## config.mk

```make
export PLATFORM = sky130hd
export DESIGN_NAME = sop_sweep_ctrl
export DESIGN_NICKNAME = d
export VERILOG_FILES = /design/src/rtl/sweep_pkg.sv /design/src/rtl/sweep_settle_timer.sv /design/src/rtl/sop_sweep_ctrl.sv
export SDC_FILE = /design/constraint.sdc
export NUM_CORES = 1
export LEC_CHECK = 0
export ABC_AREA = 1
export CORE_MARGIN = 2
export CORE_UTILIZATION = 52
export CTS_CLUSTER_SIZE = 14
export DETAILED_ROUTE_END_ITERATION = 8
export PLACE_DENSITY = 0.8
export SYNTH_ARGS = -nofsm -noshare
export SYNTH_HDL_FRONTEND = slang
export SYNTH_SLANG_ARGS = --single-unit
```

## constraint.sdc

```tcl
create_clock -name clk -period 1.4 [get_ports clk]
set_input_delay 0.28 -clock clk [delete_from_list [all_inputs] [get_ports clk]]
set_output_delay 0.28 -clock clk [all_outputs]
set_load 0.01 [all_outputs]
```

## src/rtl/sweep_pkg.sv

```systemverilog
// Shared constants and types for the sum-of-products sweep controller.
// Latency: none (declarations only).
// Backpressure: none (declarations only).
//
// Contents:
//   N_VARS_DEF / N_COMB  - default input count and combination count
//   SOP_0603B_MASK       - minterm mask of F = sum m(0,1,3,5,8,9,13)
//   SETTLE_W             - width of the settle down-counter (SETTLE <= 15)
//   sweep_state_t        - controller state encoding
package sweep_pkg;

    localparam int N_VARS_DEF = 4;
    localparam int N_COMB     = 2**N_VARS_DEF;
    localparam int SETTLE_W   = 4;

    // Minterms 0,1,3,5,8,9,13 of the reference function.
    localparam logic [N_COMB-1:0] SOP_0603B_MASK = 16'h232B;

    typedef enum logic [1:0] {
        IDLE = 2'd0,
        WAIT = 2'd1,
        DONE = 2'd2
    } sweep_state_t;

endpackage

```

## src/rtl/sweep_settle_timer.sv

```systemverilog
// Loadable down-counter that sets how long each input combination dwells.
// Latency: load takes effect at the next edge; o_zero is combinational from the count.
// Backpressure: none; decrements only while i_en is high and stops at zero.
//
// Ports:
//   clk, rst_n   - clock, asynchronous active-low reset
//   i_load       - load i_load_val (has priority over counting)
//   i_load_val   - reload value
//   i_en         - count enable
//   o_zero       - count is zero
module sweep_settle_timer #(
    parameter int W = 4
) (
    input  logic         clk,
    input  logic         rst_n,
    input  logic         i_load,
    input  logic [W-1:0] i_load_val,
    input  logic         i_en,
    output logic         o_zero
);

    logic [W-1:0] r_cnt;

    always_ff @(posedge clk or negedge rst_n) begin
        if (!rst_n) begin
            r_cnt <= '0;
        end else if (i_load) begin
            r_cnt <= i_load_val;
        end else if (i_en && (r_cnt != '0)) begin
            r_cnt <= r_cnt - W'(1);
        end
    end

    assign o_zero = (r_cnt == '0);

endmodule

```

## src/rtl/sop_sweep_ctrl.sv

```systemverilog
// Sweeps all input combinations into two SoP datapaths and compares their outputs.
// Latency: start at edge 0, last sample at edge N_COMB*SETTLE, done pulse the cycle after.
// Backpressure: start accepted only in IDLE; start during a sweep is dropped, abort cancels.
//
// Ports:
//   clk, rst_n          - clock, asynchronous active-low reset
//   start, abort        - sweep request / cancel
//   x, y, w, z          - registered combination index bits (x = MSB)
//   s1, s2              - canonical / simplified datapath outputs
//   busy, done, valid   - sweep running / completion pulse / results belong to a full sweep
//   mask_a, mask_b      - minterm masks of s1 / s2
//   mm_cnt              - mismatch count
//   first_mm(_vld)      - lowest mismatching index and its flag
//   equal               - valid sweep with no mismatches
module sop_sweep_ctrl
    import sweep_pkg::*;
#(
    parameter int N_VARS = 4,
    parameter int SETTLE = 1
) (
    input  logic                   clk,
    input  logic                   rst_n,
    input  logic                   start,
    input  logic                   abort,
    output logic                   x,
    output logic                   y,
    output logic                   w,
    output logic                   z,
    input  logic                   s1,
    input  logic                   s2,
    output logic                   busy,
    output logic                   done,
    output logic                   valid,
    output logic [2**N_VARS-1:0]   mask_a,
    output logic [2**N_VARS-1:0]   mask_b,
    output logic [N_VARS:0]        mm_cnt,
    output logic [N_VARS-1:0]      first_mm,
    output logic                   first_mm_vld,
    output logic                   equal
);

    localparam int                  NC        = 2**N_VARS;
    localparam logic [N_VARS-1:0]   LAST_IDX  = N_VARS'(NC - 1);
    localparam logic [SETTLE_W-1:0] SETTLE_LD = SETTLE_W'(SETTLE - 1);

    sweep_state_t        r_state;
    sweep_state_t        w_state_nxt;
    logic                w_accept;
    logic                w_sample;
    logic                w_advance;
    logic                w_finish;
    logic                w_zero;

    logic [N_VARS-1:0]   r_idx;
    logic [NC-1:0]       r_mask_a;
    logic [NC-1:0]       r_mask_b;
    logic [N_VARS:0]     r_mm_cnt;
    logic [N_VARS-1:0]   r_first_mm;
    logic                r_first_mm_vld;
    logic                r_valid;

    // ------------------------------------------------------------------
    // FSM
    // ------------------------------------------------------------------
    always_ff @(posedge clk or negedge rst_n) begin
        if (!rst_n) begin
            r_state <= IDLE;
        end else begin
            r_state <= w_state_nxt;
        end
    end

    always_comb begin
        w_state_nxt = r_state;
        w_accept    = 1'b0;
        w_sample    = 1'b0;
        w_advance   = 1'b0;
        w_finish    = 1'b0;
        case (r_state)
            IDLE: begin
                // abort beats a simultaneous start
                if (start && !abort) begin
                    w_accept    = 1'b1;
                    w_state_nxt = WAIT;
                end
            end
            WAIT: begin
                if (abort) begin
                    w_state_nxt = IDLE;
                end else if (w_zero) begin
                    w_sample = 1'b1;
                    if (r_idx == LAST_IDX) begin
                        w_finish    = 1'b1;
                        w_state_nxt = DONE;
                    end else begin
                        w_advance = 1'b1;
                    end
                end
            end
            DONE: begin
                w_state_nxt = IDLE;
            end
            default: begin
                w_state_nxt = IDLE;
            end
        endcase
    end

    // ------------------------------------------------------------------
    // Dwell timer: reloaded whenever a new combination is driven
    // ------------------------------------------------------------------
    sweep_settle_timer #(
        .W (SETTLE_W)
    ) u_timer (
        .clk        (clk),
        .rst_n      (rst_n),
        .i_load     (w_accept | w_advance),
        .i_load_val (SETTLE_LD),
        .i_en       (r_state == WAIT),
        .o_zero     (w_zero)
    );

    // ------------------------------------------------------------------
    // Index, masks and mismatch accounting
    // ------------------------------------------------------------------
    always_ff @(posedge clk or negedge rst_n) begin
        if (!rst_n) begin
            r_idx          <= '0;
            r_mask_a       <= '0;
            r_mask_b       <= '0;
            r_mm_cnt       <= '0;
            r_first_mm     <= '0;
            r_first_mm_vld <= 1'b0;
            r_valid        <= 1'b0;
        end else begin
            if (w_accept) begin
                r_idx          <= '0;
                r_mask_a       <= '0;
                r_mask_b       <= '0;
                r_mm_cnt       <= '0;
                r_first_mm     <= '0;
                r_first_mm_vld <= 1'b0;
                r_valid        <= 1'b0;
            end
            if (w_sample) begin
                r_mask_a[r_idx] <= s1;
                r_mask_b[r_idx] <= s2;
                // at most NC mismatches, so the N_VARS+1 bit counter cannot wrap
                if (s1 != s2) begin
                    r_mm_cnt <= r_mm_cnt + (N_VARS+1)'(1);
                    if (!r_first_mm_vld) begin
                        r_first_mm     <= r_idx;
                        r_first_mm_vld <= 1'b1;
                    end
                end
            end
            if (w_advance) begin
                r_idx <= r_idx + N_VARS'(1);
            end
            // valid rises together with entry into DONE; abort leaves it low
            if (w_finish) begin
                r_valid <= 1'b1;
            end
        end
    end

    // ------------------------------------------------------------------
    // Outputs
    // ------------------------------------------------------------------
    assign x            = r_idx[N_VARS-1];
    assign y            = r_idx[N_VARS-2];
    assign w            = r_idx[1];
    assign z            = r_idx[0];
    assign busy         = (r_state == WAIT);
    assign done         = (r_state == DONE);
    assign valid        = r_valid;
    assign mask_a       = r_mask_a;
    assign mask_b       = r_mask_b;
    assign mm_cnt       = r_mm_cnt;
    assign first_mm     = r_first_mm;
    assign first_mm_vld = r_first_mm_vld;
    assign equal        = r_valid && (r_mm_cnt == '0);

endmodule
```

==> impl_metrics.ini, run 1 <==
[critical_path]
critical_path_class = reg2reg
path_buf_inv = 3
startpoint_type = flop
ff2ff_setup_slack_ns = -0.19
path_cells = buf_6 > inv_6 > ha_4 > clkinvlp_4 > nor2_4 > nand2_1 > o21ai_1 > nand2_1 > nand2_1
max_stage_delay_ns = 0.43
cp_data_arrival_time_ns = 1.84
cp_max_fo = 5
end_kind = flop
required_ns = 1.66
cp_top_family = simple AND/OR/NAND/NOR gates
crit_top_cell = nand2_1
cp_slowest_cell = dfrtp_2

[pwr]
p_leak_nw = 2.30
vdd_ir_drop_max_mv = 0.764
power.density_nw_per_um2 = 1140
power.total_mw = 4.96

[finish]
register_area_um2 = 1330
antenna_cells = 0
mostFrequentLayoutCells = nand2_1, nand3_1, dfrtp_1
fill_cells = 268
drive_above_1_share_pct = 31.5
nNetsFinal = 493
areaGrowthSynthToFinish_pct = 53.8
final_common_cell = nand2_1
multi_input_area_um2 = 1640

[grt]
overflow = 0
grt_pass1_wl_um = 12700
grt_pass1_vias = 2750
grt_usage_pct = 26.3
antenna_found_initial = 0
grt_max_degree = 54

[routing]
num_vias = 3369
avgRoutedWirePerCell_um = 18.9
via_per_inst = 6.14
drtPass1Iterations = 5
ant_nets = 0
drt_iter0_drc = 393
drc = 0
finalWirelength_um = 10400

[run_status]
status = finished with violations
violations = setup timing

[logic_synthesis]
syn_inst = 368
synth-async-reset-ratio_pct = 100
synth.distinct_cells = 24
synth_nets = 382
synth_edf_count = 0
synth-seq-area-share_pct = 47.1
avgSynthCellArea_um2 = 7.65
ys_seq_elements = 53
ys_warn_count = 0
synthFlopType = dfrtp_1
syn_area_um2 = 2820

[clocking]
clk_latency_ns = 0.32
root_buffer = clkbuf_8
cts_buffers = 5
htreeDepth = 2
clk_pin_slew_worst_paths_ns = 0.10
cts_buffer_depth = 2
cts_tree = done
clock_sinks = 53

[run]
maxCapViolations = 0

[placement]
hpwl_um = 5000
place.gp.congestion = 0.801
numPortBuffers = 55

[min_path]
hold_path.class = in2reg

[floorplanning]
io-pin-count = 56
die_y_um = 77.6
rows = 26
core_area_um2 = 5170
dieArea_um2 = 6020
dieWidth_um = 77.6
initial_utilization_pct = 54.4

[sta]
finalSetupViolCount = 26
worst_pin_slew_ns = 0.290
fin_crit_ns = 1.59
hold_viol = 0
skew_ns = 0.00923
whs_ns = 0.432
fin_ws_ns = -0.185
slew_headroom_pct = 80.7
rsz0062_at_grt = true
fmax_mhz = 631
period_share_pct = 113
slew_viol_final = 0
-- sequential cells by signal, summed over array words and instances, names as in the netlist --
register / cells
first_mm_vld: 1
valid: 1
r_idx: 4
mask_b: 16
mask_a: 16
r_state: 2
mm_cnt: 5
u_timer.r_cnt: 4
first_mm: 4
-- cell families (layout without fill, tap and decap cells) --
| family | after synthesis | in the layout | synth area share, % |
|---|---|---|---|
| XOR/XNOR | 4 | 4 | 1.24 |
| adder cells (fa/ha/maj) | 8 | 8 | 3.56 |
| flip-flops | 53 | 53 | 47.1 |
| AO/OA/AOI/OAI | 38 | 38 | 6.84 |
| buffers and inverters | 43 | 153 | 6.44 |
| AND/OR/NAND/NOR | 222 | 223 | 34.8 |
-- Yosys cell counts (3+ instances only) --
cell,number,share of area (%)
buf_2,7,1.2
buf_4,3,0.80
clkbuf_1,4,0.53
dfrtp_1,53,47
ha_1,8,3.6
inv_1,17,2.3
inv_2,10,1.3
nand2_1,118,16
nand3_1,69,12
nand4_1,8,1.8
nor2_1,18,2.4
nor2_2,3,0.67
o21ai_0,4,0.71
o21ai_1,31,5.5
-- worst register-to-register path, delay by kind of cell, from the launching register on --
family	cells	cell delay (ns)
simple gates	4	0.46
flops	1	0.43
buf+inv	3	0.35
fa+ha+maj	1	0.16
compound gates	1	0.12
-- through the flow --
step	cell area, um^2	utilization [%]	std cells	setup TNS, ns	setup WS [ns]
final	4330	83.7	549	-1.20	-0.185
after global placement	3670	70.9	512	-10.42	-0.266
after detailed placement	3670	70.9	512	-12.06	-0.322
after CTS	3870	74.8	530	-0.110	-0.108
after global routing	4330	83.7	549	-2.68	-0.173
after floorplan	2820	-	368	0	0.0864
-- power breakdown --
part	internal, mW	switching, mW
Combinational	0.982	1.27
Clock	0.394	0.519
Sequential	1.67	0.127
-- routing by layer --
layer / part of all wire (%) / routed length (um) / global-route usage (%)
met1: 38 / 3990 / 35.6
met2: 47 / 4930 / 42.6
met3: 9.3 / 969 / 4.65
met4: 5.0 / 518 / 9.46
met5: 0 / 0 / 0
-- path summary, 6_finish.rpt --
check,cells past startpoint,from,endpoint
setup / recovery,9,r_idx[1],mask_a[5]
hold / removal,4,abort,r_state[1]
setup reg to reg,9,r_idx[1],mask_a[5]
hold reg to reg,2,mask_b[1],mask_b[1]
max in group asynchronous,3,rst_n,r_idx[0]
min in group asynchronous,3,rst_n,mm_cnt[0]
-- layout make-up --
type / count / share of cell area (%)
clock buffers: 7 / 1.99
repair buffers: 119 / 24.7
multi-input cells: 273 / 37.8
flip-flops and latches: 53 / 30.7
well taps: 70 / 2.02
inverters: 27 / 2.77
-- repair_timing --
| action | 4_1_cts | 5_1_grt |
|---|---|---|
| hold buffers | 1 | 0 |
| resized for setup | 94 | 86 |
| pin swaps | 7 | 28 |
| hold endpoints to repair | 53 | 0 |
| setup buffers | 9 | 17 |
| endpoints found under the setup margin | 86 | 55 |
| cloned | 1 | 3 |
No activity file was read; power rests on OpenSTA's default activity.
==> run 2, diff against run 1 <==
--- a/config.mk
+++ b/config.mk
@@ -6,6 +6,7 @@
 export NUM_CORES = 1
 export LEC_CHECK = 0
 export ABC_AREA = 1
+export CAP_MARGIN = 30
 export CORE_MARGIN = 2
 export CORE_UTILIZATION = 52
 export CTS_CLUSTER_SIZE = 14
==> constraint.sdc (replaced) <==
create_clock -name clk -period 1.7 [get_ports clk]
set_input_delay 0.34 -clock clk [delete_from_list [all_inputs] [get_ports clk]]
set_output_delay 0.34 -clock clk [all_outputs]
set_load 0.01 [all_outputs]
==> impl_metrics.ini, run 2 (synthesis results as in run 1) <==
[placement]
numPortBuffers = 55
place_ws_ns = -0.0609
hpwl_um = 4880
dpl_cell_area_um2 = 3540
place.gp.congestion = 0.835

[finish]
final_common_cell = nand2_1
register_area_um2 = 1330
nNetsFinal = 448
multi_input_area_um2 = 1310
mostFrequentLayoutCells = nand2_1, nand3_1, dfrtp_1
areaGrowthSynthToFinish_pct = 29.6
antenna_cells = 0
drive_above_1_share_pct = 11.8
fill_cells = 417
stdcell_area_um2 = 3650

[critical_path]
required_ns = 1.36
ff2ff_setup_slack_ns = 0.17
max_stage_delay_ns = 0.56
path_cells = clkdlybuf4s50_1
r2r-end = mask_b[8]
r2r_cells = 8
startpoint_type = flop
path_buf_inv = 1
critical_path_class = reg2out
cp_slowest_cell = clkdlybuf4s50_1
timing.rr.start = r_idx[0]
end_kind = primary output
cp_data_arrival_time_ns = 1.30
cp_max_fo = 7
cp_top_family = buffers and inverters

[clocking]
cts_tree = done
root_buffer = clkbuf_8
cts_buffer_depth = 2
clk_latency_ns = 0.30
htreeDepth = 2
clock_sinks = 53
cts_setup_buffers = 0
cts_buffers = 5
clk_pin_slew_worst_paths_ns = 0.09

[grt]
antenna_found_initial = 0
grt_usage_pct = 24.3
grt_pass1_wl_um = 12000
overflow = 0
grt_max_degree = 54
grt_pass1_vias = 2610

[sta]
hold_viol = 0
rsz0062_at_grt = false
slew_headroom_pct = 78.3
fin_crit_ns = 1.64
period_share_pct = 96.4
fmax_mhz = 610
fin_ws_ns = 0.0605
whs_ns = 0.0184
tns_ns = 0
slew_viol_final = 0
worst_pin_slew_ns = 0.326
skew_ns = 0.00668
finalSetupViolCount = 0

[routing]
drt_iter0_drc = 187
met3_length_um = 249
ant_nets = 0
avgRoutedWirePerCell_um = 13.6
finalWirelength_um = 6860
top_layer = met4
num_vias = 2694
wl_met2_um = 3280
wl_met1_um = 3250
drtPass1Iterations = 5
drc = 0
via_per_inst = 5.35

[floorplanning]
dieArea_um2 = 6020
rows = 26
core_area_um2 = 5170
die_y_um = 77.6
io-pin-count = 56
initial_utilization_pct = 54.4
dieWidth_um = 77.6

[pwr]
power.total_mw = 3.15
p_leak_nw = 1.87
pwr-share-clk_pct = 23.0
p_sw_mw = 1.08
vdd_ir_drop_max_mv = 0.551
p_int_mw = 2.07
power.density_nw_per_um2 = 863
p_seq_share_pct = 47.0
switching_share_pct = 34.2
p_comb_share_pct = 30.0

[min_path]
hold_path.class = in2async

[run]
maxCapViolations = 0

[run_status]
status = completed
[run 2: layer usage]
layer  GRT usage [%]  up-vias
met3            3.37        8
met5               0        -
li1                -     1340
met1            33.5     1284
met4            7.50        0
met2            39.7       62
[run 2: worst max path at each step]
stage	from	endpoint	slack, ns	cells after the start
floorplan	u_timer.r_cnt[0]	mm_cnt[0]	0.39	7
global placement	abort	first_mm[2]	-0.02	7
detailed placement	abort	first_mm[2]	-0.06	7
CTS	mm_cnt[3]	mm_cnt[3]	0.0005	2
global route	r_idx[1]	w	0.003	1
finish	r_idx[1]	w	0.06	1
[run 2: what timing repair did]
| item | CTS | global route |
|---|---|---|
| endpoints found under the setup margin | 5 | 11 |
| hold buffers | 0 | 0 |
| gates resized for setup | 5 | 12 |
[run 2: cell type report]
class / instances / share of cell area (%)
flip-flops and latches: 53 / 36.5
well taps: 70 / 2.40
clock buffers: 7 / 2.37
multi-input cells: 272 / 36.0
inverters: 27 / 2.78
repair buffers: 75 / 20.0
[run 2: metrics by stage]
step                util (%)  instances
finish                  70.5        504
global route            70.5        504
CTS                     70.2        504
detailed placement      68.5        497
global placement        68.5        497
floorplan                  -        368
[run 2: power by group through the flow]
stage	combinational, mW	clock [mW]	sequential [mW]
after floorplan	0.531	0	1.52
after global placement	0.913	0	1.49
after detailed placement	0.944	0	1.50
after CTS	0.947	0.723	1.48
after global routing	1.06	0.787	1.50
final	0.946	0.723	1.48
